## src/rtl/m_ice40sim_stimgen.sv

```systemverilog
// ---------------------------------------------------------------------------
// m_ice40sim_stimgen
//
// Stimulus generator placed in front of the midgetv iCE40 simulation top.
// It stretches the incoming reset into a clean core reset and then raises
// the machine external interrupt (meip) periodically. Each interrupt is held
// until acknowledged (or until a hold timeout expires when the optional
// timeout feature is compiled in). Acknowledged interrupts are counted so
// a Verilator test can check interrupt throughput.
//
// Optional feature macro: M_ICE40SIM_STIMGEN_TIMEOUT_EN
//   defined   : meip is dropped after IRQHOLD cycles without ack, tmo is set
//   undefined : meip is held until ack, tmo is constant 0, IRQHOLD unused
//
// Parameters:
//   RSTCYCLES  cycles RST_O stays high after RST_I falls (1..65535)
//   IRQPERIOD  idle cycles before each meip rise        (1..2^20-1)
//   IRQHOLD    max meip high time with timeout enabled  (1..65535)
//   IRQCOUNT   number of interrupts, 0 (or >= 65536) = unlimited
//
// Ports:
//   CLK_I    in   1   clock
//   RST_I    in   1   synchronous active-high reset
//   irq_ack  in   1   acknowledge, clears a pending meip
//   RST_O    out  1   stretched core reset
//   meip     out  1   machine external interrupt pending (level)
//   irqcnt   out  16  acknowledged interrupts, saturating
//   tmo      out  1   sticky: some interrupt timed out
//   done     out  1   IRQCOUNT interrupts have completed
// ---------------------------------------------------------------------------
module m_ice40sim_stimgen #(
   parameter int unsigned RSTCYCLES = 16,
   parameter int unsigned IRQPERIOD = 1000,
   parameter int unsigned IRQHOLD   = 64,
   parameter int unsigned IRQCOUNT  = 0
) (
   input  logic        CLK_I,
   input  logic        RST_I,
   input  logic        irq_ack,
   output logic        RST_O,
   output logic        meip,
   output logic [15:0] irqcnt,
   output logic        tmo,
   output logic        done
);

   typedef enum logic [1:0] {
      S_RST  = 2'd0,
      S_IDLE = 2'd1,
      S_IRQ  = 2'd2,
      S_DONE = 2'd3
   } state_t;

   // Counters compare against "last value" so a transition happens on the
   // N-th counted edge with the counter starting at zero.
   localparam logic [15:0] RST_LAST    = 16'(RSTCYCLES - 32'd1);
   localparam logic [19:0] PER_LAST    = 20'(IRQPERIOD - 32'd1);
   localparam bit          CNT_LIMITED = (IRQCOUNT != 32'd0) && (IRQCOUNT < 32'd65536);
   localparam logic [15:0] CNT_LIMIT   = 16'(IRQCOUNT);
`ifdef M_ICE40SIM_STIMGEN_TIMEOUT_EN
   localparam logic [15:0] HOLD_LAST   = 16'(IRQHOLD - 32'd1);
`endif

   function automatic logic [15:0] sat_inc16(input logic [15:0] v);
      if (v == 16'hFFFF) begin
         return v;
      end else begin
         return v + 16'd1;
      end
   endfunction

   state_t      state_r,   state_s;
   logic        rst_o_r,   rst_o_s;
   logic        meip_r,    meip_s;
   logic [15:0] irqcnt_r,  irqcnt_s;
   logic        tmo_r,     tmo_s;
   logic        done_r,    done_s;
   logic [15:0] stretch_r, stretch_s;
   logic [19:0] period_r,  period_s;
   logic [15:0] compl_r,   compl_s;
   logic        last_s;
`ifdef M_ICE40SIM_STIMGEN_TIMEOUT_EN
   logic [15:0] hold_r,    hold_s;
`endif

   // Next-state and next-register computation for the whole generator.
   always_comb begin
      state_s   = state_r;
      rst_o_s   = rst_o_r;
      meip_s    = meip_r;
      irqcnt_s  = irqcnt_r;
      tmo_s     = tmo_r;
      done_s    = done_r;
      stretch_s = stretch_r;
      period_s  = period_r;
      compl_s   = compl_r;
`ifdef M_ICE40SIM_STIMGEN_TIMEOUT_EN
      hold_s    = hold_r;
`endif
      // True when the interrupt completing now is the final one.
      last_s    = CNT_LIMITED && (sat_inc16(compl_r) == CNT_LIMIT);

      case (state_r)
         S_RST: begin
            meip_s = 1'b0;
            if (stretch_r == RST_LAST) begin
               state_s   = S_IDLE;
               rst_o_s   = 1'b0;
               stretch_s = 16'd0;
               period_s  = 20'd0;
            end else begin
               rst_o_s   = 1'b1;
               stretch_s = stretch_r + 16'd1;
            end
         end
         S_IDLE: begin
            if (period_r == PER_LAST) begin
               state_s  = S_IRQ;
               meip_s   = 1'b1;
               period_s = 20'd0;
`ifdef M_ICE40SIM_STIMGEN_TIMEOUT_EN
               hold_s   = 16'd0;
`endif
            end else begin
               period_s = period_r + 20'd1;
            end
         end
         S_IRQ: begin
            // Ack is checked first so it wins over a coincident timeout.
            if (irq_ack) begin
               meip_s   = 1'b0;
               irqcnt_s = sat_inc16(irqcnt_r);
               compl_s  = sat_inc16(compl_r);
               if (last_s) begin
                  state_s = S_DONE;
                  done_s  = 1'b1;
               end else begin
                  state_s  = S_IDLE;
                  period_s = 20'd0;
               end
            end
`ifdef M_ICE40SIM_STIMGEN_TIMEOUT_EN
            else if (hold_r == HOLD_LAST) begin
               meip_s  = 1'b0;
               tmo_s   = 1'b1;
               compl_s = sat_inc16(compl_r);
               if (last_s) begin
                  state_s = S_DONE;
                  done_s  = 1'b1;
               end else begin
                  state_s  = S_IDLE;
                  period_s = 20'd0;
               end
            end else begin
               hold_s = hold_r + 16'd1;
            end
`else
            else begin
               meip_s = 1'b1;
            end
`endif
         end
         S_DONE: begin
            meip_s = 1'b0;
            done_s = 1'b1;
         end
         default: begin
            state_s = S_RST;
            rst_o_s = 1'b1;
            meip_s  = 1'b0;
            done_s  = 1'b0;
         end
      endcase
   end

   // State and output registers with synchronous reset.
   always_ff @(posedge CLK_I) begin
      if (RST_I) begin
         state_r   <= S_RST;
         rst_o_r   <= 1'b1;
         meip_r    <= 1'b0;
         irqcnt_r  <= 16'd0;
         tmo_r     <= 1'b0;
         done_r    <= 1'b0;
         stretch_r <= 16'd0;
         period_r  <= 20'd0;
         compl_r   <= 16'd0;
`ifdef M_ICE40SIM_STIMGEN_TIMEOUT_EN
         hold_r    <= 16'd0;
`endif
      end else begin
         state_r   <= state_s;
         rst_o_r   <= rst_o_s;
         meip_r    <= meip_s;
         irqcnt_r  <= irqcnt_s;
         tmo_r     <= tmo_s;
         done_r    <= done_s;
         stretch_r <= stretch_s;
         period_r  <= period_s;
         compl_r   <= compl_s;
`ifdef M_ICE40SIM_STIMGEN_TIMEOUT_EN
         hold_r    <= hold_s;
`endif
      end
   end

   assign RST_O  = rst_o_r;
   assign meip   = meip_r;
   assign irqcnt = irqcnt_r;
   assign tmo    = tmo_r;
   assign done   = done_r;

endmodule

```

## config.mk

```make
export PLATFORM = sky130hd
export DESIGN_NAME = m_ice40sim_stimgen
export DESIGN_NICKNAME = d
export VERILOG_FILES = /design/src/rtl/m_ice40sim_stimgen.sv
export SDC_FILE = /design/constraint.sdc
export NUM_CORES = 1
export LEC_CHECK = 0
export CORE_ASPECT_RATIO = 0.6
export CORE_UTILIZATION = 40
export CTS_CLUSTER_SIZE = 12
export DETAILED_ROUTE_END_ITERATION = 8
export GPL_TIMING_DRIVEN = 0
export SLEW_MARGIN = 20
export SYNTH_ARGS = -nofsm -noshare
export SYNTH_HDL_FRONTEND = slang
export SYNTH_SLANG_ARGS = --single-unit
export TNS_END_PERCENT = 10
```

## constraint.sdc

```tcl
create_clock -name CLK_I -period 2.3 [get_ports CLK_I]
set_input_delay 0.345 -clock CLK_I [delete_from_list [all_inputs] [get_ports CLK_I]]
set_output_delay 0.345 -clock CLK_I [all_outputs]
set_load 0.005 [all_outputs]
```

[Yosys cells after proc, flatten, opt, wreduce, memory -nomap -nowiden]
Index checks and enable logic that the tools add are counted.
Storage, ports and cells
  output and inout port bits: 20
  input bits: 3
  logic and storage cells: 39
  flip-flop bits (word level): 57
Operators by class
  bitwise logic cells: 1
  equality and inequality tests: 9
  reduce and logical (&&, ||, !) cells: 6
  add/subtract/negate cells: 3
  multiplexer cells: 13
Operators by type and width (count)
  20-bit two-way mux: 3
  20-bit case mux with 3 select lines: 1
  16-bit by 1-bit adder with 16-bit output (second input constant): 2
  20-bit by 1-bit adder with 20-bit output (second input constant): 1
  20-bit by 10-bit equality test with 1-bit output (second input constant): 1
  16-bit equality test (second input constant): 1
  16-bit by 4-bit equality test with 1-bit output (second input constant): 1
  16-bit two-way mux: 1
  2-bit two-way mux: 3
  2-bit != test (second input constant): 3
  2-bit case mux with 3 select lines: 1
  3-bit AND reduction: 2
  2-bit equality test (second input constant): 2
  4-bit AND reduction: 1
  1-bit two-way mux: 3
  1-bit case mux with 3 select lines: 1
  3-bit nonzero test: 1
  2-bit by 1-bit equality test with 1-bit output (second input constant): 1
  2-bit logical NOT: 1
  2-bit OR reduction: 1
  1-bit NOT: 1

[Logic depth before layout (Yosys ltp)]
  depth after elaboration: 3
  depth in mapped cells: 9
  gate-level depth less buffers: 6

[Worst setup path before layout]
No wires, ideal clock.
  path type: register -> register
  start point: register stretch_r[0]
  end point: register period_r[15]
  setup slack: 0.554 ns
  setup time: 0.066 ns
  buffers on the path: 3
  stages on the path, launching flop included: 10
  arrival time: 1.680 ns
  data required time: 2.234 ns
  clock period less this slack: 1.746 ns
  cell sequence: dfxtp_1 -> ha_1 -> and3_1 -> a41o_1 -> buf_6 -> and2_4 -> buf_6 -> a21o_1 -> buf_6 -> a21oi_2
On the way
  word-level cells in the longest chain between the ends: 3
Ends and longest elaborated chain
  start, declared: line 78  | logic [15:0] stretch_r, stretch_s;
  start signal, assigned: line 198  | stretch_r <= stretch_s;
  16-bit by 4-bit equality test with 1-bit output: line 106  | if (stretch_r == RST_LAST) begin
  2-bit != test (no source line)
  3-bit AND reduction (no source line)
  end signal, assigned: line 199  | period_r <= period_s;
  end, declared: line 79  | logic [19:0] period_r, period_s;
No other way between the ends.
A chain may end at the register's enable or synchronous reset.

[Worst setup path in the final report]
  start point: input irq_ack
  end point: register period_r[15]
On the way
  word-level cells in the longest chain between the ends: 2
Ends and longest elaborated chain
  start, declared: line 39  | input logic irq_ack,
  2-bit != test (no source line)
  3-bit AND reduction (no source line)
No other way between the ends.

==> summary.md <==
| Metric | Value |
|---|---|
| Status | complete, no violations |
| Finished Core Util | 0.501 |
| Final WL | 6050 um |
| Max VDD drop | 0.496 mV |
| Die width | 110 um |
| DR pass1 iterations | 4 |
| Skew final | 4.79 ps |
| Clock tree sinks | 57 |
| Worst Path Max Fanout | 6 |
| Worst R2R Start | stretch_r[12] |
| Worst R2R Path Depth | 6 |
| Max-cap violations | 0 |
| Routed vias | 2342 |
| Startpoint Class | input port |
| Rel. slew slack | 0.569 |
| DP Cell Count | 438 |
| Switching share of total power | 0.271 |
| Hold EP | stretch_r[1] |
| Worst slew pin tran | 646 ps |
| Hold Path Depth | 2 |
| Layout cells sized above 1 | 0.0712 |
| Die height | 66.5 um |
| Final hold violation count | 0 |
| Initial DRC Count | 141 |
| Pre-CTS setup slack | 7.50 ps |
| Top_reg_cell synth | dfxtp_1 |
| Worst setup path class | input port to flop |
| Pin count of the biggest net entering global routing | 11 |
| Antenna violations before repair | 0 |
| Leading area contributor after synthesis | dfxtp_1 |
| Final TNS setup | 0 ps |
| Post-cts resize count | 0 |
| Hold slack | 447 ps |
| Dpl hpwl | 4410 um |
| Cells after Synth | 331 |
| H-tree levels | 3 |
| Antenna Cells | 0 |
| CP delay by family, top | simple AND/OR/NAND/NOR gates |
| PortBufs | 20 |
| Post-synth EDFFs | 0 |
| Non-Filler Instances | 452 |
| LEAKAGE | 0.00118 uW |
| Total grt overflow | 0 |
| Crit path required time | 2550 ps |
| Flop pwr share | 0.389 |
| WL per Instance | 13.4 um |
| Root Buffer | clkbuf_16 |
| Slowest stage delay, CP | 560 ps |
| Buffers & Inverters on Critical Path | 1 |
| Critical path cell sequence | clkdlybuf4s50_1, nand2b_1, a21oi_1, nand3_1, or3_1, a21oi_2 |
| Design internal power | 2050 uW |
| Vias in the first global route | 2100 |
| GPL Wtd Cong | 0.834 |
| Final setup margin | 267 ps |
| Post-CTS setup buffers | 0 |
| Total GRT Usage | 0.197 |
| Die Area | 7290 um2 |
| Cts bufs inserted | 9 |
| Comb power frac | 0.198 |
| Min Clock Period, post-route | 2030 ps |
| R2r setup slk | 340 ps |
| Clock Path Buffers | 2 |
| Setup Viol. Count Final | 0 |
| Worst-path clk slew | 50 ps |
| Rows | 23 |
| P&R area growth vs syn | 20.6% |
| RSZ-0062 raised after global routing | no |
| Syn. warnings | 0 |
| Max Fclk | 492 MHz |
| Layout Nets | 369 |
| Post-synthesis cell area | 2780 um2 |
| Core area | 6680 um2 |
| Min-delay worst type | input port to flop |
| Vias per cell | 5.18 |
| Max-slew violation count | 0 |
| Pwr dens | 840 nW/um2 |
| Beginning of the critical path | irq_ack |
| Top cells by area, synth | dfxtp_1, xor2_1, nor2_1, nand4_1, nand3_1 |
| Synthesis-stage register bit count | 57 |
| Antenna Nets Post-Route | 0 |
| Hold buffer count at cts | 0 |
| Crit path arrival time | 2290 ps |
| Mapped Avg Cell Area | 8.38 um2 |
| DRC | 0 |
| Syn Nets | 338 |
| Post-synthesis sequential area ratio | 0.411 |
| Initial Utilization | 0.416 |
| Final worst path period share | 0.884 |
| Critical path endpoint category | flop |
| Fill cells | 654 |
| First-pass GRT wire length | 10500 um |
| R2r endpoint | stretch_r[13] |
| Min-delay src | RST_I |
| CTS tree | done |
| Post-synth cell types | 42 |
| Switch Pwr | 763 uW |
| Critical path's slowest cell | a21oi_1 |
| Clock Power Share | 0.413 |
| Worst skew pair latency | 320 ps |
| Yosys top cell area share | 0.411 |
| Ports | 23 |
| Share of synthesized registers carrying an async set or reset | 0 |
[how the worst max path moves through the flow]
stage / depth (start not counted) / endpoint / slack [ps]
global placement: 6 / period_r[15] / -20
CTS: 6 / period_r[15] / 290
finish: 6 / period_r[15] / 270
global route: 6 / stretch_r[13] / 7
detailed placement: 6 / period_r[15] / 7
floorplan: 9 / period_r[15] / 550
[flip-flops by register name, indices dropped and copies added, names as in the netlist]
register   count
meip           1
done           1
RST_O          1
state_r        2
period_r      20
stretch_r     16
irqcnt        16
[synth_stat cells, types with 5 or more instances]
library cell,count
nand2_1,18
nand4_1,23
buf_6,6
xnor2_1,8
inv_1,5
and3_1,7
nor3_1,14
a21oi_1,8
o21ai_0,12
dfxtp_1,57
nor4_1,6
xor2_1,36
nor2_1,65
clkbuf_1,6
nand3_1,17
[per-layer routing]
metal | wire length, um | vias to the layer above | global-route usage
met5 | 0 | - | 0
met4 | 33 | 0 | 0.0683
met3 | 396 | 2 | 0.0832
met2 | 2290 | 60 | 0.248
met1 | 3330 | 1071 | 0.289
li1 | - | 1209 | -
[placed cells by master, fill, tap and decap left out, types with 3 or more instances in the layout]
| cell | synthesis | final |
|---|---|---|
| nand2_1 | 18 | 18 |
| nor2_1 | 65 | 65 |
| nand3b_1 | 3 | 3 |
| clkbuf_1 | 6 | 9 |
| nand2b_1 | 3 | 3 |
| o21ai_0 | 12 | 12 |
| and3_1 | 7 | 7 |
| buf_6 | 6 | 6 |
| ha_1 | 4 | 4 |
| dfxtp_1 | 57 | 57 |
| nor3_1 | 14 | 14 |
| clkdlybuf4s50_1 | 0 | 20 |
| nand3_1 | 17 | 17 |
| clkbuf_16 | 0 | 9 |
| mux2i_1 | 3 | 3 |
| a21oi_1 | 8 | 8 |
| nor4_1 | 6 | 6 |
| inv_1 | 5 | 5 |
| xnor2_1 | 8 | 8 |
| xor2_1 | 36 | 36 |
| nand4_1 | 23 | 23 |
[worst register-to-register path, cell delays in order (launching register included)]
cell	delay, ps
dfxtp_1	370
nor4_1	460
and4_1	320
nand2_1	80
nand2b_1	160
clkbuf_1	360
nor2_1	100
[per-stage QoR]
stage	power, uW	instance area (um2)
after floorplan	1520	2780
after global placement	1650	3080
after detailed placement	1660	3080
after CTS	2860	3350
after global routing	2980	3350
final	2810	3350
[power by group through the flow]
stage               sequential, uW  combinational (uW)  clock, uW
detailed placement            1110                 551          0
floorplan                     1100                 425          0
finish                        1090                 557       1160
CTS                           1090                 557       1210
global placement              1110                 545          0
global route                  1100                 619       1260
[kinds of logic (layout without fill, tap and decap cells)]
kind of cell | count (synthesis) | in the layout | synth area share
flops | 57 | 57 | 0.411
mux | 3 | 3 | 0.0108
simple gates | 173 | 173 | 0.312
buf+inv | 20 | 54 | 0.0451
xor+xnor | 44 | 44 | 0.139
compound gates | 29 | 29 | 0.0627
other cells | 1 | 1 | 0.00135
fa+ha+maj | 4 | 4 | 0.0180
[cell type report]
cell class / count / area (um2) / share of cell area
multi-input cells: 254 / 1510 / 0.451
flip-flops and latches: 57 / 1140 / 0.341
clock buffers: 14 / 264 / 0.0788
repair buffers: 20 / 200 / 0.0598
well taps: 87 / 109 / 0.0325
plain buffers: 15 / 106 / 0.0318
inverters: 5 / 18.8 / 0.00561
(Power assumes the default switching activity.)
